[config.mk]
export PLATFORM = sky130hd
export DESIGN_NAME = ecc_periph_regs
export DESIGN_NICKNAME = d
export VERILOG_FILES = /design/src/rtl/ecc_periph_regs.sv
export SDC_FILE = /design/constraint.sdc
export NUM_CORES = 2
export LEC_CHECK = 0
export BUFFER_PORTS_ARGS = -buffer_cell sky130_fd_sc_hd__buf_2
export CORE_AREA = 2 2 583 585
export CTS_CLUSTER_DIAMETER = 80
export DETAILED_ROUTE_END_ITERATION = 16
export DIE_AREA = 0 0 585 587
export HOLD_SLACK_MARGIN = 0.08
export SKIP_LAST_GASP = 1
export SLEW_MARGIN = 20
export SYNTH_ARGS = -nofsm -noshare
export SYNTH_HDL_FRONTEND = slang
export SYNTH_SLANG_ARGS = --single-unit
[constraint.sdc]
create_clock -name clk_i -period 63.9 [get_ports clk_i]
set_input_delay 12.78 -clock clk_i [delete_from_list [all_inputs] [get_ports clk_i]]
set_output_delay 12.78 -clock clk_i [all_outputs]
set_load 0.01 [all_outputs]
[src/rtl/ecc_periph_regs.sv]
// ecc_periph_regs -- memory-mapped register front-end for the ECC point-multiply
// engine. Holds the K/PX/PY operands, launches the engine with a start/done
// handshake, latches the RX/RY result and reports status, a cycle count and a
// level interrupt.
//
// Ports
//   clk_i, rst_i             clock, asynchronous active-high reset
//   req_i/we_i/addr_i/
//   wdata_i/be_i             bus request (byte address, 64-bit data, byte enables)
//   gnt_o                    grant, combinational copy of req_i
//   rvalid_o/rdata_o/err_o   response, one cycle after the request
//   eng_start_o              one-cycle launch pulse
//   eng_k_o/eng_px_o/eng_py_o operands (frozen while busy)
//   eng_done_i/eng_err_i     completion pulse and fault flag
//   eng_rx_i/eng_ry_i        result point
//   irq_o                    level interrupt = STATUS.DONE & CTRL.IRQ_EN
//
// Map (offset from BaseAddr): 0x000 CTRL, 0x008 STATUS, 0x010 CYCLES,
// 0x100 K, 0x120 PX, 0x140 PY, 0x200 RX, 0x220 RY (4 words each, word 0 = LSW).
module ecc_periph_regs #(
  parameter logic [63:0] BaseAddr      = 64'h5000_0000,
  parameter logic [63:0] Length        = 64'h1000,
  parameter int          OpWidth       = 256,
  parameter logic [31:0] TimeoutCycles = 32'd1_000_000
) (
  input  logic               clk_i,
  input  logic               rst_i,
  input  logic               req_i,
  input  logic               we_i,
  input  logic [63:0]        addr_i,
  input  logic [63:0]        wdata_i,
  input  logic [7:0]         be_i,
  output logic               gnt_o,
  output logic               rvalid_o,
  output logic [63:0]        rdata_o,
  output logic               err_o,
  output logic               eng_start_o,
  output logic [OpWidth-1:0] eng_k_o,
  output logic [OpWidth-1:0] eng_px_o,
  output logic [OpWidth-1:0] eng_py_o,
  input  logic               eng_done_i,
  input  logic               eng_err_i,
  input  logic [OpWidth-1:0] eng_rx_i,
  input  logic [OpWidth-1:0] eng_ry_i,
  output logic               irq_o
);

  // Operand words; the map reserves four word slots per operand, so
  // storage is sized for four and only the low NW words are ever writable.
  localparam int         NW  = OpWidth / 64;
  localparam logic [2:0] NW3 = 3'(NW);

  typedef enum logic [1:0] {S_IDLE, S_LAUNCH, S_WAIT} state_t;

  state_t            r_state, w_state_nxt;
  logic [3:0][63:0]  r_k, r_px, r_py, r_rx, r_ry;
  logic              r_irq_en, r_busy, r_done, r_err, r_tmo;
  logic [63:0]       r_cycles;
  logic [31:0]       r_cnt;
  logic              r_rvalid, r_errq, r_irq;
  logic [63:0]       r_rdata;

  // ---------------- address decode ----------------
  logic [63:0] w_off;
  logic [58:0] w_blk;
  logic [1:0]  w_idx;
  logic        w_in_win, w_idx_ok;
  logic        w_ctrl, w_stat, w_cyc, w_k, w_px, w_py, w_rx, w_ry;
  logic        w_mapped, w_ro, w_opnd, w_err, w_wr, w_rd;

  assign w_off    = addr_i - BaseAddr;
  assign w_blk    = w_off[63:5];
  assign w_idx    = w_off[4:3];
  assign w_in_win = (addr_i >= BaseAddr) && (w_off < Length);
  assign w_idx_ok = {1'b0, w_idx} < NW3;

  assign w_ctrl = (w_off == 64'h000);
  assign w_stat = (w_off == 64'h008);
  assign w_cyc  = (w_off == 64'h010);
  assign w_k    = (w_blk == 59'h08) && w_idx_ok;
  assign w_px   = (w_blk == 59'h09) && w_idx_ok;
  assign w_py   = (w_blk == 59'h0A) && w_idx_ok;
  assign w_rx   = (w_blk == 59'h10) && w_idx_ok;
  assign w_ry   = (w_blk == 59'h11) && w_idx_ok;

  assign w_opnd   = w_k | w_px | w_py;
  assign w_ro     = w_stat | w_cyc | w_rx | w_ry;
  assign w_mapped = w_ctrl | w_ro | w_opnd;

  // Any error drops the whole access: no register changes, zero read data.
  assign w_err = req_i & ( ~w_in_win
                         | (addr_i[2:0] != 3'b000)
                         | ~w_mapped
                         | (we_i & w_ro)
                         | (we_i & w_opnd & r_busy)
                         | (we_i & w_ctrl & be_i[0] & wdata_i[0] & r_busy));
  assign w_wr  = req_i &  we_i & ~w_err;
  assign w_rd  = req_i & ~we_i & ~w_err;

  function automatic logic [63:0] f_merge(input logic [63:0] old,
                                          input logic [63:0] wd,
                                          input logic [7:0]  be);
    logic [63:0] m;
    m = old;
    for (int b = 0; b < 8; b++)
      if (be[b]) m[b*8 +: 8] = wd[b*8 +: 8];
    return m;
  endfunction

  // ---------------- control / status next state ----------------
  logic w_start, w_clr, w_fin_done, w_fin_tmo;
  logic w_busy_n, w_done_n, w_err_n, w_tmo_n, w_irq_en_n;

  assign w_start    = w_wr & w_ctrl & be_i[0] & wdata_i[0] & (r_state == S_IDLE);
  assign w_clr      = w_wr & w_ctrl & be_i[1] & wdata_i[8];
  assign w_fin_done = (r_state == S_WAIT) & eng_done_i;
  // Done in the same cycle as the timeout takes precedence.
  assign w_fin_tmo  = (r_state == S_WAIT) & ~eng_done_i &
                      (r_cnt == TimeoutCycles - 32'd1);

  always_comb begin
    w_busy_n   = r_busy;
    w_done_n   = r_done;
    w_err_n    = r_err;
    w_tmo_n    = r_tmo;
    w_irq_en_n = r_irq_en;
    if (w_wr && w_ctrl && be_i[0]) w_irq_en_n = wdata_i[1];
    // Clear first so a coincident completion set wins.
    if (w_clr) w_done_n = 1'b0;
    if (w_fin_done) begin
      w_busy_n = 1'b0;
      w_done_n = 1'b1;
      w_err_n  = eng_err_i;
    end
    if (w_fin_tmo) begin
      w_busy_n = 1'b0;
      w_done_n = 1'b1;
      w_err_n  = 1'b1;
      w_tmo_n  = 1'b1;
    end
    // Start wins over a CLR_DONE in the same write.
    if (w_start) begin
      w_busy_n = 1'b1;
      w_done_n = 1'b0;
      w_err_n  = 1'b0;
      w_tmo_n  = 1'b0;
    end
  end

  // ---------------- FSM ----------------
  always_ff @(posedge clk_i or posedge rst_i) begin
    if (rst_i) r_state <= S_IDLE;
    else       r_state <= w_state_nxt;
  end

  always_comb begin
    w_state_nxt = r_state;
    eng_start_o = 1'b0;
    case (r_state)
      S_IDLE:   if (w_start) w_state_nxt = S_LAUNCH;
      S_LAUNCH: begin
        eng_start_o = 1'b1;
        w_state_nxt = S_WAIT;
      end
      S_WAIT:   if (w_fin_done || w_fin_tmo) w_state_nxt = S_IDLE;
      default:  w_state_nxt = S_IDLE;
    endcase
  end

  // ---------------- read mux ----------------
  logic [63:0] w_rd_val;
  always_comb begin
    w_rd_val = '0;
    if (w_ctrl)      w_rd_val = {62'b0, r_irq_en, 1'b0};
    else if (w_stat) w_rd_val = {60'b0, r_tmo, r_err, r_done, r_busy};
    else if (w_cyc)  w_rd_val = r_cycles;
    else if (w_k)    w_rd_val = r_k[w_idx];
    else if (w_px)   w_rd_val = r_px[w_idx];
    else if (w_py)   w_rd_val = r_py[w_idx];
    else if (w_rx)   w_rd_val = r_rx[w_idx];
    else if (w_ry)   w_rd_val = r_ry[w_idx];
  end

  // ---------------- registers ----------------
  always_ff @(posedge clk_i or posedge rst_i) begin
    if (rst_i) begin
      r_k      <= '0;
      r_px     <= '0;
      r_py     <= '0;
      r_rx     <= '0;
      r_ry     <= '0;
      r_irq_en <= 1'b0;
      r_busy   <= 1'b0;
      r_done   <= 1'b0;
      r_err    <= 1'b0;
      r_tmo    <= 1'b0;
      r_cycles <= '0;
      r_cnt    <= '0;
      r_rvalid <= 1'b0;
      r_errq   <= 1'b0;
      r_rdata  <= '0;
      r_irq    <= 1'b0;
    end else begin
      if (w_wr && w_k)  r_k[w_idx]  <= f_merge(r_k[w_idx],  wdata_i, be_i);
      if (w_wr && w_px) r_px[w_idx] <= f_merge(r_px[w_idx], wdata_i, be_i);
      if (w_wr && w_py) r_py[w_idx] <= f_merge(r_py[w_idx], wdata_i, be_i);

      if (w_fin_done) begin
        r_rx[NW-1:0] <= eng_rx_i;
        r_ry[NW-1:0] <= eng_ry_i;
        r_cycles     <= {32'b0, r_cnt + 32'd1};
      end

      if (w_start)                                       r_cnt <= '0;
      else if (r_state == S_WAIT && !w_fin_done && !w_fin_tmo) r_cnt <= r_cnt + 32'd1;

      r_irq_en <= w_irq_en_n;
      r_busy   <= w_busy_n;
      r_done   <= w_done_n;
      r_err    <= w_err_n;
      r_tmo    <= w_tmo_n;
      r_irq    <= w_done_n & w_irq_en_n;

      r_rvalid <= req_i;
      r_errq   <= w_err;
      r_rdata  <= w_rd ? w_rd_val : 64'h0;
    end
  end

  assign gnt_o    = req_i;
  assign rvalid_o = r_rvalid;
  assign rdata_o  = r_rdata;
  assign err_o    = r_errq;
  assign irq_o    = r_irq;
  assign eng_k_o  = r_k[NW-1:0];
  assign eng_px_o = r_px[NW-1:0];
  assign eng_py_o = r_py[NW-1:0];

endmodule

==> run_results.csv <==
group,metric,value,unit
status,status,"complete, no violations",
clocking,cts_setup_buffers,0,
yosys,synth_fp_nets,6674,
setup_path,worstPathCellList,"buf_2 -> buf_2",
yosys,yosysWarnings,0,
setup_path,crit_top_cell,"buf_2",
setup_path,required,51.12,ns
die,die_y,587,um
finish,final_common_cell,"nand2_1",
pwr,ir_drop,0.0204,mV
grt,grt_start_max_net_pins,157,
grt,grt_pass1_vias,53820,
placed_design,hpwl,304000,um
finish,mostFrequentLayoutCells,"1995 x nand2_1, 1487 x buf_2, 1418 x dfrtp_1, 414 x o21ai_0, 396 x mux2_2",
yosys,seq_area_frac_synth,53.7,%
clocking,cts.sinks,1418,
yosys,ys_types,73,
clocking,cts_buffer_depth,4,
timing,hold_viol_final,0,
timing,maxSlewHeadroom,6.82,%
setup_path,worstPathMaxFanout,4,
setup_path,worstRegToRegCells,10,
drt,vias_per_cell,4.59,
yosys,synth-edff-count,0,
drt,post-route-drc-count,0,
finish,finalNetCount,8037,
clocking,clk_latency,0.90,ns
pwr,leakage,42.8,nW
finish,synthToLayoutAreaGrowth,28.4,%
drt,detail_route.iter0.violations,5859,
setup_path,cp_top_family,"buffers and inverters",
die,core_area,338000,um^2
setup_path,cp_num_buf_inv,2,
timing,period_share,40.4,%
yosys,netlist_instances,6017,
pwr,power.density,24.0,nW/um^2
grt,antenna_found_initial,186,
die,die_w,585,um
drt,vias,55793,
hold_path,worstHoldPathCells,2,
clocking,ctsHtreeMaxLevel,4,
die,fp-row-count,214,
hold_path,hold_class,"reg2reg",
job,max_cap_viol_count,0,
drt,drt-pass1-iter-count,7,
setup_path,path_class,"in2out",
yosys,ys_ff_latch,1418,
clocking,cts_buffers,177,
timing,grt_setup_unrepaired,"false",
setup_path,crit_arrival,13.04,ns
setup_path,worstReg2RegStart,"r_state[1]",
drt,wl_per_cell,31.5,um
grt,gr-total-overflow,0,
clocking,root_buffer,"clkbuf_16",
yosys,synth_flop_cell,"dfrtp_1",
timing,tns,0,ns
timing,max_clock_freq,38.7,MHz
yosys,synthArstFlopShare,100,%
setup_path,r2r_setup_slack,57.62,ns
clocking,hold_buffers,0,
grt,grt_pass1_wl,501000,um
clocking,cts.clk_slew.worst_paths,0.05,ns
yosys,synth_area,66100,um^2
grt,grt.total_usage,21.6,%
drt,drt-total-wl,383000,um
timing,hold_slack,0.469,ns
yosys,syn_avg_cell_area,11.0,um^2
timing,slew_viol_final,0,
setup_path,r2r-end,"r_ry[97]",
hold_path,hold_start,"r_rx[192]",
setup_path,slowest_delay,0.14,ns
drt,antenna_left,0,
die,ioPinCount,1491,
hold_path,min_to,"r_rx[192]",
finish,drive_gt1_share,35.1,%
timing,setup_viol,0,
setup_path,crit_path_end_kind,"output pin",
timing,period_minus_slack,25.82,ns
timing,tightest_slew,1.40,ns
setup_path,slowest_stage,"buf_2",
placed_design,port_buffers,1490,
finish,fillers,36198,
clocking,cts_tree,"done",
setup_path,setup.worst_path.start_class,"input port",
placed_design,gp_congestion,0.913,
timing,skew,0.0743,ns
clocking,cts_resized,0,
die,dieArea,343000,um^2
die,initial_utilization,19.6,%
-- registers in the layout (all words and copies together) (netlist names) --
signal / cells
r_err: 1
r_rx: 256
r_done: 1
rvalid_o: 1
eng_k_o: 256
rdata_o: 64
r_ry: 256
r_cnt: 32
irq_o: 1
err_o: 1
eng_px_o: 256
r_tmo: 1
r_irq_en: 1
r_state: 2
r_busy: 1
r_cycles: 32
eng_py_o: 256
-- how the worst max path moves through the flow --
stage	start	endpoint	slack, ns	cells after the start
floorplan	rst_i	eng_k_o[0]	11.13	1
global placement	req_i	gnt_o	38.08	2
detailed placement	req_i	gnt_o	38.08	2
CTS	req_i	gnt_o	38.08	2
global route	req_i	gnt_o	38.07	2
finish	req_i	gnt_o	38.08	2
-- stage by stage --
step	worst slack, ns	utilization (%)	instances	total power, mW	cell area [um^2]
3_5_place_dp	38.08	23.3	11737	1.01	78600
6_report	38.08	25.1	12148	2.04	84800
4_1_cts	38.08	25.0	12050	2.06	84500
5_1_grt	38.07	25.1	12106	2.10	84700
2_1_floorplan	11.13	-	6017	0.961	66100
3_3_place_gp	38.08	23.3	11737	1.01	78600
-- synth_stat cells, drive strengths merged, types with 35 or more instances --
master	number	area, um^2
nand2	1996	7490
dfrtp	1418	35500
mux2	518	5830
o21ai	417	2090
clkbuf	318	1190
mux4	318	7160
inv	125	469
buf	99	440
nor2	83	312
a21oi	70	350
mux2i	63	631
o211ai	57	428
nand3	55	280
nand2b	38	238
nand4	35	339
-- final cells by class --
cell class | instances | area (um^2) | area share, %
Tap cell | 4536 | 5680 | 6.69
Sequential cell | 1418 | 35500 | 41.8
Clock buffer | 244 | 4980 | 5.87
Multi-Input combinational cell | 4057 | 28600 | 33.7
Antenna cell | 98 | 245 | 0.289
Clock inverter | 69 | 975 | 1.15
Inverter | 125 | 477 | 0.562
Timing Repair Buffer | 1601 | 8410 | 9.92
-- routing by layer --
metal	up-vias	share of wire (%)	GRT usage, %
met5	-	0.13	0
met1	28250	41	28.2
met3	707	13	10.2
met2	3071	40	29.9
li1	23687	-	-
met4	78	5.3	9.80
-- worst reg2reg max path, cell delays in order, from the launching register on --
cell and delay [ns]:
dfrtp_1 0.42, nand3b_1 0.31, buf_4 0.56, buf_4 0.82, buf_4 0.84, buf_4 0.72, buf_4 0.67, buf_4 0.86
buf_4 0.72, nand2_1 0.16, nand2_1 0.10
-- power breakdown --
group | internal, mW | total [mW] | switching [mW]
sequential | 0.898 | 0.898 | 0.0000253
clock | 0.605 | 1.04 | 0.437
combinational | 0.0296 | 0.0982 | 0.0686
total | 1.53 | 2.04 | 0.506
-- logic make-up (layout without fill, tap and decap cells) --
logic type                 Yosys count  in the layout  share of synthesized area, %
and+or+nand+nor                   2373           2373                          14.9
DFF                               1418           1418                          53.7
muxes                              899            899                          20.6
AOI/OAI and AO/OA                  718            718                          6.69
buffers and inverters              542           2039                          3.18
xor gates and xnor gates            64             64                         0.848
adders and majority gates            3              3                        0.0568
other                                0             98                             0
(Power assumes the default switching activity.)
